### src/rtl/eco32f_wb_arbiter.sv
// Two-master (fetch/load-store) to one-slave Wishbone arbiter with alternating
// priority, whole-cycle grant holding and a stalled-beat watchdog.
module eco32f_wb_arbiter #(
   parameter int unsigned TIMEOUT = 255
) (
   input  logic        clk,
   input  logic        rst,

   input  logic [31:0] ibus_adr_i,
   input  logic [31:0] ibus_dat_i,
   input  logic        ibus_cyc_i,
   input  logic        ibus_stb_i,
   input  logic        ibus_we_i,
   input  logic [3:0]  ibus_sel_i,
   input  logic [2:0]  ibus_cti_i,
   input  logic [1:0]  ibus_bte_i,
   output logic [31:0] ibus_dat_o,
   output logic        ibus_ack_o,
   output logic        ibus_err_o,
   output logic        ibus_rty_o,

   input  logic [31:0] dbus_adr_i,
   input  logic [31:0] dbus_dat_i,
   input  logic        dbus_cyc_i,
   input  logic        dbus_stb_i,
   input  logic        dbus_we_i,
   input  logic [3:0]  dbus_sel_i,
   input  logic [2:0]  dbus_cti_i,
   input  logic [1:0]  dbus_bte_i,
   output logic [31:0] dbus_dat_o,
   output logic        dbus_ack_o,
   output logic        dbus_err_o,
   output logic        dbus_rty_o,

   output logic [31:0] wbm_adr_o,
   output logic [31:0] wbm_dat_o,
   output logic        wbm_cyc_o,
   output logic        wbm_stb_o,
   output logic        wbm_we_o,
   output logic [3:0]  wbm_sel_o,
   output logic [2:0]  wbm_cti_o,
   output logic [1:0]  wbm_bte_o,
   input  logic [31:0] wbm_dat_i,
   input  logic        wbm_ack_i,
   input  logic        wbm_err_i,
   input  logic        wbm_rty_i,

   output logic [1:0]  grant_o
);

   localparam int unsigned AW  = 32;
   localparam int unsigned DW  = 32;
   localparam int unsigned SW  = 4;
   localparam int unsigned CW  = 3;
   localparam int unsigned BW  = 2;
   localparam int unsigned WDW = 8;

   localparam bit           WDOG_EN   = (TIMEOUT != 0);
   localparam logic [WDW-1:0] WDOG_LAST = WDOG_EN ? WDW'(TIMEOUT - 1) : '0;

   typedef enum logic [1:0] {
      IDLE  = 2'd0,
      OWN_I = 2'd1,
      OWN_D = 2'd2
   } state_t;

   // Master-side request payload routed to the slave
   typedef struct packed {
      logic [AW-1:0] adr;
      logic [DW-1:0] dat;
      logic [SW-1:0] sel;
      logic          we;
      logic [CW-1:0] cti;
      logic [BW-1:0] bte;
      logic          cyc;
      logic          stb;
   } wb_req_t;

   state_t         state, state_nxt;
   logic           last_d, last_d_nxt;      // last owner: 0 = ibus, 1 = dbus
   logic [WDW-1:0] wdog_cnt, wdog_nxt;

   wb_req_t ibus_req_c, dbus_req_c, sel_req_c;
   logic    term_c, wdog_err_c;

   assign ibus_req_c = '{adr: ibus_adr_i, dat: ibus_dat_i, sel: ibus_sel_i,
                         we: ibus_we_i, cti: ibus_cti_i, bte: ibus_bte_i,
                         cyc: ibus_cyc_i, stb: ibus_stb_i};
   assign dbus_req_c = '{adr: dbus_adr_i, dat: dbus_dat_i, sel: dbus_sel_i,
                         we: dbus_we_i, cti: dbus_cti_i, bte: dbus_bte_i,
                         cyc: dbus_cyc_i, stb: dbus_stb_i};

   assign term_c = wbm_ack_i | wbm_err_i | wbm_rty_i;

   // State, priority and watchdog registers
   always_ff @(posedge clk or negedge rst) begin
      if (!rst) begin
         state    <= IDLE;
         last_d   <= 1'b0;
         wdog_cnt <= '0;
      end else begin
         state    <= state_nxt;
         last_d   <= last_d_nxt;
         wdog_cnt <= wdog_nxt;
      end
   end

   // Arbitration, bus mux, termination routing and watchdog
   always_comb begin
      state_nxt  = state;
      last_d_nxt = last_d;
      wdog_nxt   = '0;
      wdog_err_c = 1'b0;
      sel_req_c  = '0;
      ibus_ack_o = 1'b0;
      ibus_err_o = 1'b0;
      ibus_rty_o = 1'b0;
      dbus_ack_o = 1'b0;
      dbus_err_o = 1'b0;
      dbus_rty_o = 1'b0;

      case (state)
         IDLE: begin
            if (ibus_cyc_i && dbus_cyc_i) begin
               state_nxt = last_d ? OWN_I : OWN_D;
            end else if (ibus_cyc_i) begin
               state_nxt = OWN_I;
            end else if (dbus_cyc_i) begin
               state_nxt = OWN_D;
            end
         end
         OWN_I: begin
            sel_req_c = ibus_req_c;
            if (!ibus_cyc_i) begin
               state_nxt  = IDLE;
               last_d_nxt = 1'b0;
            end
         end
         OWN_D: begin
            sel_req_c = dbus_req_c;
            if (!dbus_cyc_i) begin
               state_nxt  = IDLE;
               last_d_nxt = 1'b1;
            end
         end
         default: state_nxt = IDLE;
      endcase

      // stb is qualified by cyc, so the release cycle never counts as stalled
      sel_req_c.stb = sel_req_c.stb & sel_req_c.cyc;

      if (sel_req_c.stb && !term_c) begin
         if (WDOG_EN && (wdog_cnt == WDOG_LAST)) begin
            wdog_err_c = 1'b1;
         end else begin
            wdog_nxt = wdog_cnt + WDW'(1);
         end
      end

      if (state == OWN_I) begin
         ibus_ack_o = wbm_ack_i;
         ibus_err_o = wbm_err_i | wdog_err_c;
         ibus_rty_o = wbm_rty_i;
      end
      if (state == OWN_D) begin
         dbus_ack_o = wbm_ack_i;
         dbus_err_o = wbm_err_i | wdog_err_c;
         dbus_rty_o = wbm_rty_i;
      end
   end

   assign wbm_adr_o = sel_req_c.adr;
   assign wbm_dat_o = sel_req_c.dat;
   assign wbm_sel_o = sel_req_c.sel;
   assign wbm_we_o  = sel_req_c.we;
   assign wbm_cti_o = sel_req_c.cti;
   assign wbm_bte_o = sel_req_c.bte;
   assign wbm_cyc_o = sel_req_c.cyc;
   assign wbm_stb_o = sel_req_c.stb;

   assign ibus_dat_o = wbm_dat_i;
   assign dbus_dat_o = wbm_dat_i;

   assign grant_o = {state == OWN_D, state == OWN_I};

endmodule

### config.mk
export PLATFORM = sky130hd
export DESIGN_NAME = eco32f_wb_arbiter
export DESIGN_NICKNAME = d
export VERILOG_FILES = /design/src/rtl/eco32f_wb_arbiter.sv
export SDC_FILE = /design/constraint.sdc
export NUM_CORES = 1
export LEC_CHECK = 0
export CAP_MARGIN = 20
export CORE_AREA = 2 2 131 133
export CTS_CLUSTER_SIZE = 24
export DETAILED_ROUTE_END_ITERATION = 16
export DIE_AREA = 0 0 133 135
export GPL_TIMING_DRIVEN = 1
export PLACE_DENSITY = 0.64
export SKIP_LAST_GASP = 1
export SYNTH_ARGS = -nofsm -noshare
export SYNTH_HDL_FRONTEND = slang
export SYNTH_SLANG_ARGS = --single-unit
export TNS_END_PERCENT = 100
### constraint.sdc
create_clock -name clk -period 4.8 [get_ports clk]
set_input_delay 0.72 -clock clk [delete_from_list [all_inputs] [get_ports clk]]
set_output_delay 0.72 -clock clk [all_outputs]
set_load 0.01 [all_outputs]
==> reports/qor.txt, run 1 <==
status - finished clean
top_reg_cell synth - dfrtp_1
sequential fraction of the synthesis area - 0.118
Synth Cell Area - 0.00234 sq mm
Longest Clk Path Bufs - 2
clk_skew - 0.00120 ns
multi-input logic area - 0.00146 sq mm
CP endpoint kind - output port
logic gate share of total power - 0.838
drc violations - 0
post-synthesis instance total - 314
Flop pwr share - 0.071
Period minus WS final - 3.54 ns
RSZ-0062 raised after global routing - no
ANT cells - 0
Tot GR Track Use - 0.108
layout cell share with drive strength beyond 1 - 0.0384
Slowest-stage cell, CP - clkdlybuf4s50_1
pwr/cell area - 359 mW/mm^2
Ports - 337
final antenna-violating net count - 0
worst skew pair latency - 0.23 ns
Post-Route WL - 10.4 mm
Vias/cell - 4.01
largest stage delay on the critical path - 0.55 ns
Final Total Pwr - 1.63 mW
fin. max-slew vios - 0
worst-path maximum fanout - 44
WP data arrival - 2.82 ns
Setup violations, final - 0
period utilization - 0.737
Post-Syn Area per Cell - 7.46 sq um
CP Launch Type - register
vias in the first global route - 2872
cell area after layout - 0.00454 sq mm
Post-Syn Nets - 508
Hold Vio Cnt, Final - 0
Async SR Flop Fraction - 1.00
HPWL Detailed - 8.24 mm
Congestion Overflow GR - 0
critical path class - reg -> out
Sw Share - 0.412
RR Startpoint - state[0]$_DFFE_PN0P_
total CTS buffers - 3
Yosys reg bits - 11
NetSw - 672 uW
worst rel slew slack - 0.646
Final GP Congestion - 0.765
min-delay worst type - reg -> reg
Placement Cell Area - 0.00447 sq mm
FF/Latch Area - 275 sq um
initial core utilization - 0.143
clock share of power - 0.092
die area - 0.0180 sq mm
cts repair resizes - 0
number of enable flip-flop cells after synthesis - 0
crit-path cells - inv_1 > ha_4 > buf_4 > a22o_1 > and2_1 > nor2b_1 > clkdlybuf4s50_1
FMAX - 283 MHz
Pleak - 1.46 nW
hold path cells - 1
post-CTS setup buffers - 0
vias - 2766
FP Rows - 47
CTS root buffer - clkbuf_16
setup tns final - 0 ns
max cap viols - 0
largest net degree at the start of global routing - 47
Yosys warning total - 0
wire per inst - 15.1 um
Pre-antenna DRT Iters - 4
R2R setup slack - 2.71 ns
Crit Reg-Reg Endpoint - state[0]$_DFFE_PN0P_
Slew @ Worst Pin - 0.532 ns
WP data required - 4.08 ns
Hold Path Sink - wdog_cnt[0]$_DFF_PN0_
CTS tree - built
Final Util - 0.277
Die Width - 133 um
Core ar. - 0.0164 sq mm
hold_buf cts - 0
chip height - 135 um
fill count - 1749
Area Overhead vs Synth - 94.1%
initial antenna violation count - 0
Sink Count - 11
cell-internal power - 958 uW
worst IR drop on VDD - 0.252 mV
post-synth cell types - 30
port buffer count - 240
DRT iter0 DRCs - 133
CTS clk-pin slew, worst paths - 0.04 ns
H-tree Lvls - 1
first-pass GRT wire length - 15.8 mm
Reg2Reg Depth - 5
hold path startpoint - wdog_cnt[0]$_DFF_PN0_
Layout Nets - 664
power groups by stage:
stage / Clock [mW] / Combinational (mW) / Sequential [mW]
2_1_floorplan: 0 / 0.786 / 0.111
3_3_place_gp: 0 / 1.39 / 0.116
3_5_place_dp: 0 / 1.39 / 0.116
4_1_cts: 0.156 / 1.39 / 0.115
5_1_grt: 0.163 / 1.49 / 0.116
6_report: 0.150 / 1.37 / 0.115
cell usage after synthesis (all sizes together) (2+ instances only):
cell type	instances	area, sq um
nand2	5	18.8
or3	3	18.8
a211oi	3	37.5
xor2	2	17.5
nand3	5	25.0
nor2b	75	469
buf	76	547
dfrtp	11	275
inv	6	22.5
o22ai	2	12.5
ha	5	62.6
a22oi	76	571
o21ai	6	30.0
clkbuf	17	63.8
nor3	6	50.1
and2	6	37.5
cell usage in the layout, fill, tap and decap left out, drive strengths merged:
| cell | n |
|---|---|
| inv | 6 |
| a211oi | 3 |
| a32oi | 1 |
| nor2b | 75 |
| a21o | 1 |
| or3 | 3 |
| clkbuf | 4 |
| and3 | 1 |
| clkdlybuf4s50 | 240 |
| nand3 | 5 |
| nand2 | 5 |
| o22ai | 2 |
| nand4bb | 1 |
| a21oi | 1 |
| o21ai | 6 |
| a22o | 1 |
| dfrtp | 11 |
| a22oi | 76 |
| buf | 4 |
| and2 | 6 |
| nor3 | 6 |
| and4 | 1 |
| ha | 5 |
| a32o | 1 |
| xnor2 | 1 |
| nand4 | 1 |
| xor2 | 2 |
metal layers:
| metal | part of all wire | global-route usage | up-vias |
|---|---|---|---|
| met4 | 0.025 | 0.0329 | 0 |
| met2 | 0.46 | 0.174 | 157 |
| met3 | 0.098 | 0.0394 | 23 |
| met1 | 0.41 | 0.133 | 1229 |
| li1 | - | - | 1357 |
| met5 | 0 | 0 | - |
per-stage QoR:
stage	setup slack, ns	std cells	hold slack [ns]
after floorplan	2.55	314	0.424
after detailed placement	1.43	685	0.507
after global placement	1.44	685	0.499
after global routing	1.08	689	0.545
final	1.26	689	0.515
after CTS	1.17	689	0.514
layout make-up:
cell class	count	area share
Multi-Input combinational cell	204	0.321
Sequential cell	11	0.0606
Tap cell	220	0.0606
Inverter	6	0.00496
Timing Repair Buffer	244	0.535
Clock buffer	4	0.0173
kinds of logic after synthesis:
logic type,after synthesis,share of synthesized area
simple gates,104,0.279
buf+inv,99,0.270
compound gates,92,0.295
flops,11,0.118
fa+ha+maj,5,0.0267
xor+xnor,3,0.0112
flip-flops by register name, summed over array words and instances, names as in the netlist:
name and cells:
last_d 1, wdog_cnt 8, state 2
worst max path at each step:
stage	from	end	slack [ns]	cells after the start
floorplan	state[1]$_DFFE_PN0P_	dbus_err_o	2.55	7
detailed placement	state[0]$_DFFE_PN0P_	wbm_stb_o	1.43	7
global route	state[0]$_DFFE_PN0P_	wbm_stb_o	1.08	7
finish	state[0]$_DFFE_PN0P_	wbm_stb_o	1.26	7
global placement	state[0]$_DFFE_PN0P_	wbm_stb_o	1.44	7
CTS	state[0]$_DFFE_PN0P_	wbm_stb_o	1.17	7
critical path, delay by kind of cell (launching register included):
family,cells,cell delay (ns)
AOI/OAI and AO/OA,1,0.21
adders and majority gates,1,0.47
buffers and inverters,3,1.19
DFF,1,0.41
and+or+nand+nor,2,0.28
Power figures use the tool's default switching activity.
==> inputs of run 2 (changes only) <==
--- a/config.mk
+++ b/config.mk
@@ -6,12 +6,12 @@
 export NUM_CORES = 1
 export LEC_CHECK = 0
 export CAP_MARGIN = 20
-export CORE_AREA = 2 2 131 133
+export CORE_AREA = 2 2 130 132
 export CTS_CLUSTER_SIZE = 24
 export DETAILED_ROUTE_END_ITERATION = 16
-export DIE_AREA = 0 0 133 135
+export DIE_AREA = 0 0 132 134
 export GPL_TIMING_DRIVEN = 1
-export PLACE_DENSITY = 0.64
+export PLACE_DENSITY = 0.66
 export SKIP_LAST_GASP = 1
 export SYNTH_ARGS = -nofsm -noshare
 export SYNTH_HDL_FRONTEND = slang
==> constraint.sdc (replaced) <==
create_clock -name clk -period 2.85 [get_ports clk]
set_input_delay 0.4275 -clock clk [delete_from_list [all_inputs] [get_ports clk]]
set_output_delay 0.4275 -clock clk [all_outputs]
set_load 0.01 [all_outputs]
==> reports/qor.txt, run 2 (synthesized netlist as in run 1, its figures left out) <==
status - finished clean
period utilization - 0.964
commonest non-fill, non-tap cell in the layout - clkdlybuf4s50_1
CP Launch Type - register
Period minus WS final - 2.75 ns
Tot GR Track Use - 0.0979
Vias/cell - 4.03
DRT iter0 DRCs - 127
initial antenna violation count - 1
layout cell share with drive strength beyond 1 - 0.0465
Worst Setup SP - state[0]$_DFFE_PN0P_
cell area after layout - 0.00464 sq mm
Pre-antenna DRT Iters - 6
H-tree Lvls - 1
fin. max-slew vios - 0
CTS root buffer - clkbuf_16
Hold Vio Cnt, Final - 0
Layout Nets - 668
final antenna-violating net count - 0
FP Rows - 47
wire per inst - 13.5 um
hold path cells - 1
Final GP Congestion - 0.754
Die Width - 132 um
Fin Hold WS - 0.506 ns
Slowest-stage cell, CP - clkdlybuf4s50_1
largest net degree at the start of global routing - 43
vias - 2800
clk_skew - 0.00245 ns
critical path class - reg -> out
first-pass GRT wire length - 14.6 mm
worst rel slew slack - 0.674
max cap viols - 0
crit-path cells - inv_1 > ha_4 > a22oi_1 > nand4bb_1 > o21ai_1 > clkdlybuf4s50_1
Area Overhead vs Synth - 98.3%
WP data arrival - 2.32 ns
Reg2Reg Depth - 6
total CTS buffers - 3
Pleak - 1.50 nW
Congestion Overflow GR - 0
port buffer count - 240
worst skew pair latency - 0.24 ns
most frequent cells in the layout - clkdlybuf4s50_1, a22oi_1, nor2b_1, dfrtp_1
Slew @ Worst Pin - 0.488 ns
Post-Route WL - 9.37 mm
Biggest register - wdog_cnt
hold_buf cts - 0
RSZ-0062 raised after global routing - yes
Setup violations, final - 0
vias in the first global route - 2825
Placement Cell Area - 0.00454 sq mm
largest stage delay on the critical path - 0.56 ns
initial core utilization - 0.144
Final Util - 0.285
FMAX - 364 MHz
final std cells w/o fill - 694
Core ar. - 0.0163 sq mm
CP endpoint kind - output port
drc violations - 0
pwr/cell area - 616 mW/mm^2
pre-CTS setup slack - 0.303 ns
Ports - 337
worst IR drop on VDD - 0.420 mV
hold path startpoint - wdog_cnt[0]$_DFF_PN0_
worst-path maximum fanout - 11
CTS clk-pin slew, worst paths - 0.04 ns
Final Worst Setup Slack - 0.102 ns
biggest regs - wdog_cnt x8, state x2, last_d x1
max reg flops - 8
number of cells after detailed placement - 689
WP data required - 2.42 ns
Sink Count - 11
die area - 0.0177 sq mm
Longest Clk Path Bufs - 2
chip height - 134 um
min-delay worst type - reg -> reg
CTS tree - built
RR Startpoint - state[0]$_DFFE_PN0P_
fill count - 1766
HPWL Detailed - 7.48 mm
-- run 2: cell types whose count changed in the layout (fill, tap and decap cells not counted) --
cell	before	now
diode_2	0	1
buf_4	4	2
buf_12	0	5
buf_6	0	1
-- run 2: per-stage QoR --
stage | TNS, ns | power, mW
6_report | 0 | 2.86
3_5_place_dp | 0 | 2.59
3_3_place_gp | 0 | 2.58
4_1_cts | 0 | 2.85
2_1_floorplan | 0 | 1.51
5_1_grt | -0.00335 | 3.07
-- run 2: path summary, 6_finish.rpt --
kind	end	slack, ns
max in group asynchronous	wdog_cnt[5]$_DFF_PN0_	1.99
worst min-delay path	wdog_cnt[0]$_DFF_PN0_	0.51
worst max register to register	wdog_cnt[7]$_DFF_PN0_	1.04
worst max-delay path	ibus_err_o	0.10
min in group asynchronous	wdog_cnt[1]$_DFF_PN0_	0.52
worst min register to register	wdog_cnt[0]$_DFF_PN0_	0.51
-- run 2: repair_timing --
item	CTS	global route
setup endpoints to repair	0	2
gates resized for setup	0	3
setup buffers	0	0
-- run 2: layout make-up --
type / count / area [sq um] / share of cell area
timing repair buffer: 248 / 2530 / 0.545
multi-input combinational: 204 / 1460 / 0.314
tap: 220 / 275 / 0.0593
antenna: 1 / 2.50 / 0.000539
sequential: 11 / 275 / 0.0593
inverter: 6 / 22.5 / 0.00485
clock buffer: 4 / 78.8 / 0.0170
-- run 2: report_power, final --
| group | internal (mW) | total, mW | switching, mW |
|---|---|---|---|
| clock network | 0.188 | 0.254 | 0.0664 |
| logic | 1.36 | 2.41 | 1.05 |
| registers | 0.176 | 0.195 | 0.0193 |
| total | 1.73 | 2.86 | 1.14 |
-- run 2: worst max-delay path: cells and delay by family, from the launching register on --
kind,cells,cell delay [ns]
adder cells (fa/ha/maj),1,0.26
buffers and inverters,2,0.73
AO/OA/AOI/OAI,2,0.39
flip-flops,1,0.41
AND/OR/NAND/NOR,1,0.28
-- run 2: layer usage --
metal,track usage,wire [um]
met1,0.121,3890
met2,0.161,4320
met3,0.0317,901
met4,0.0314,267
met5,0,0
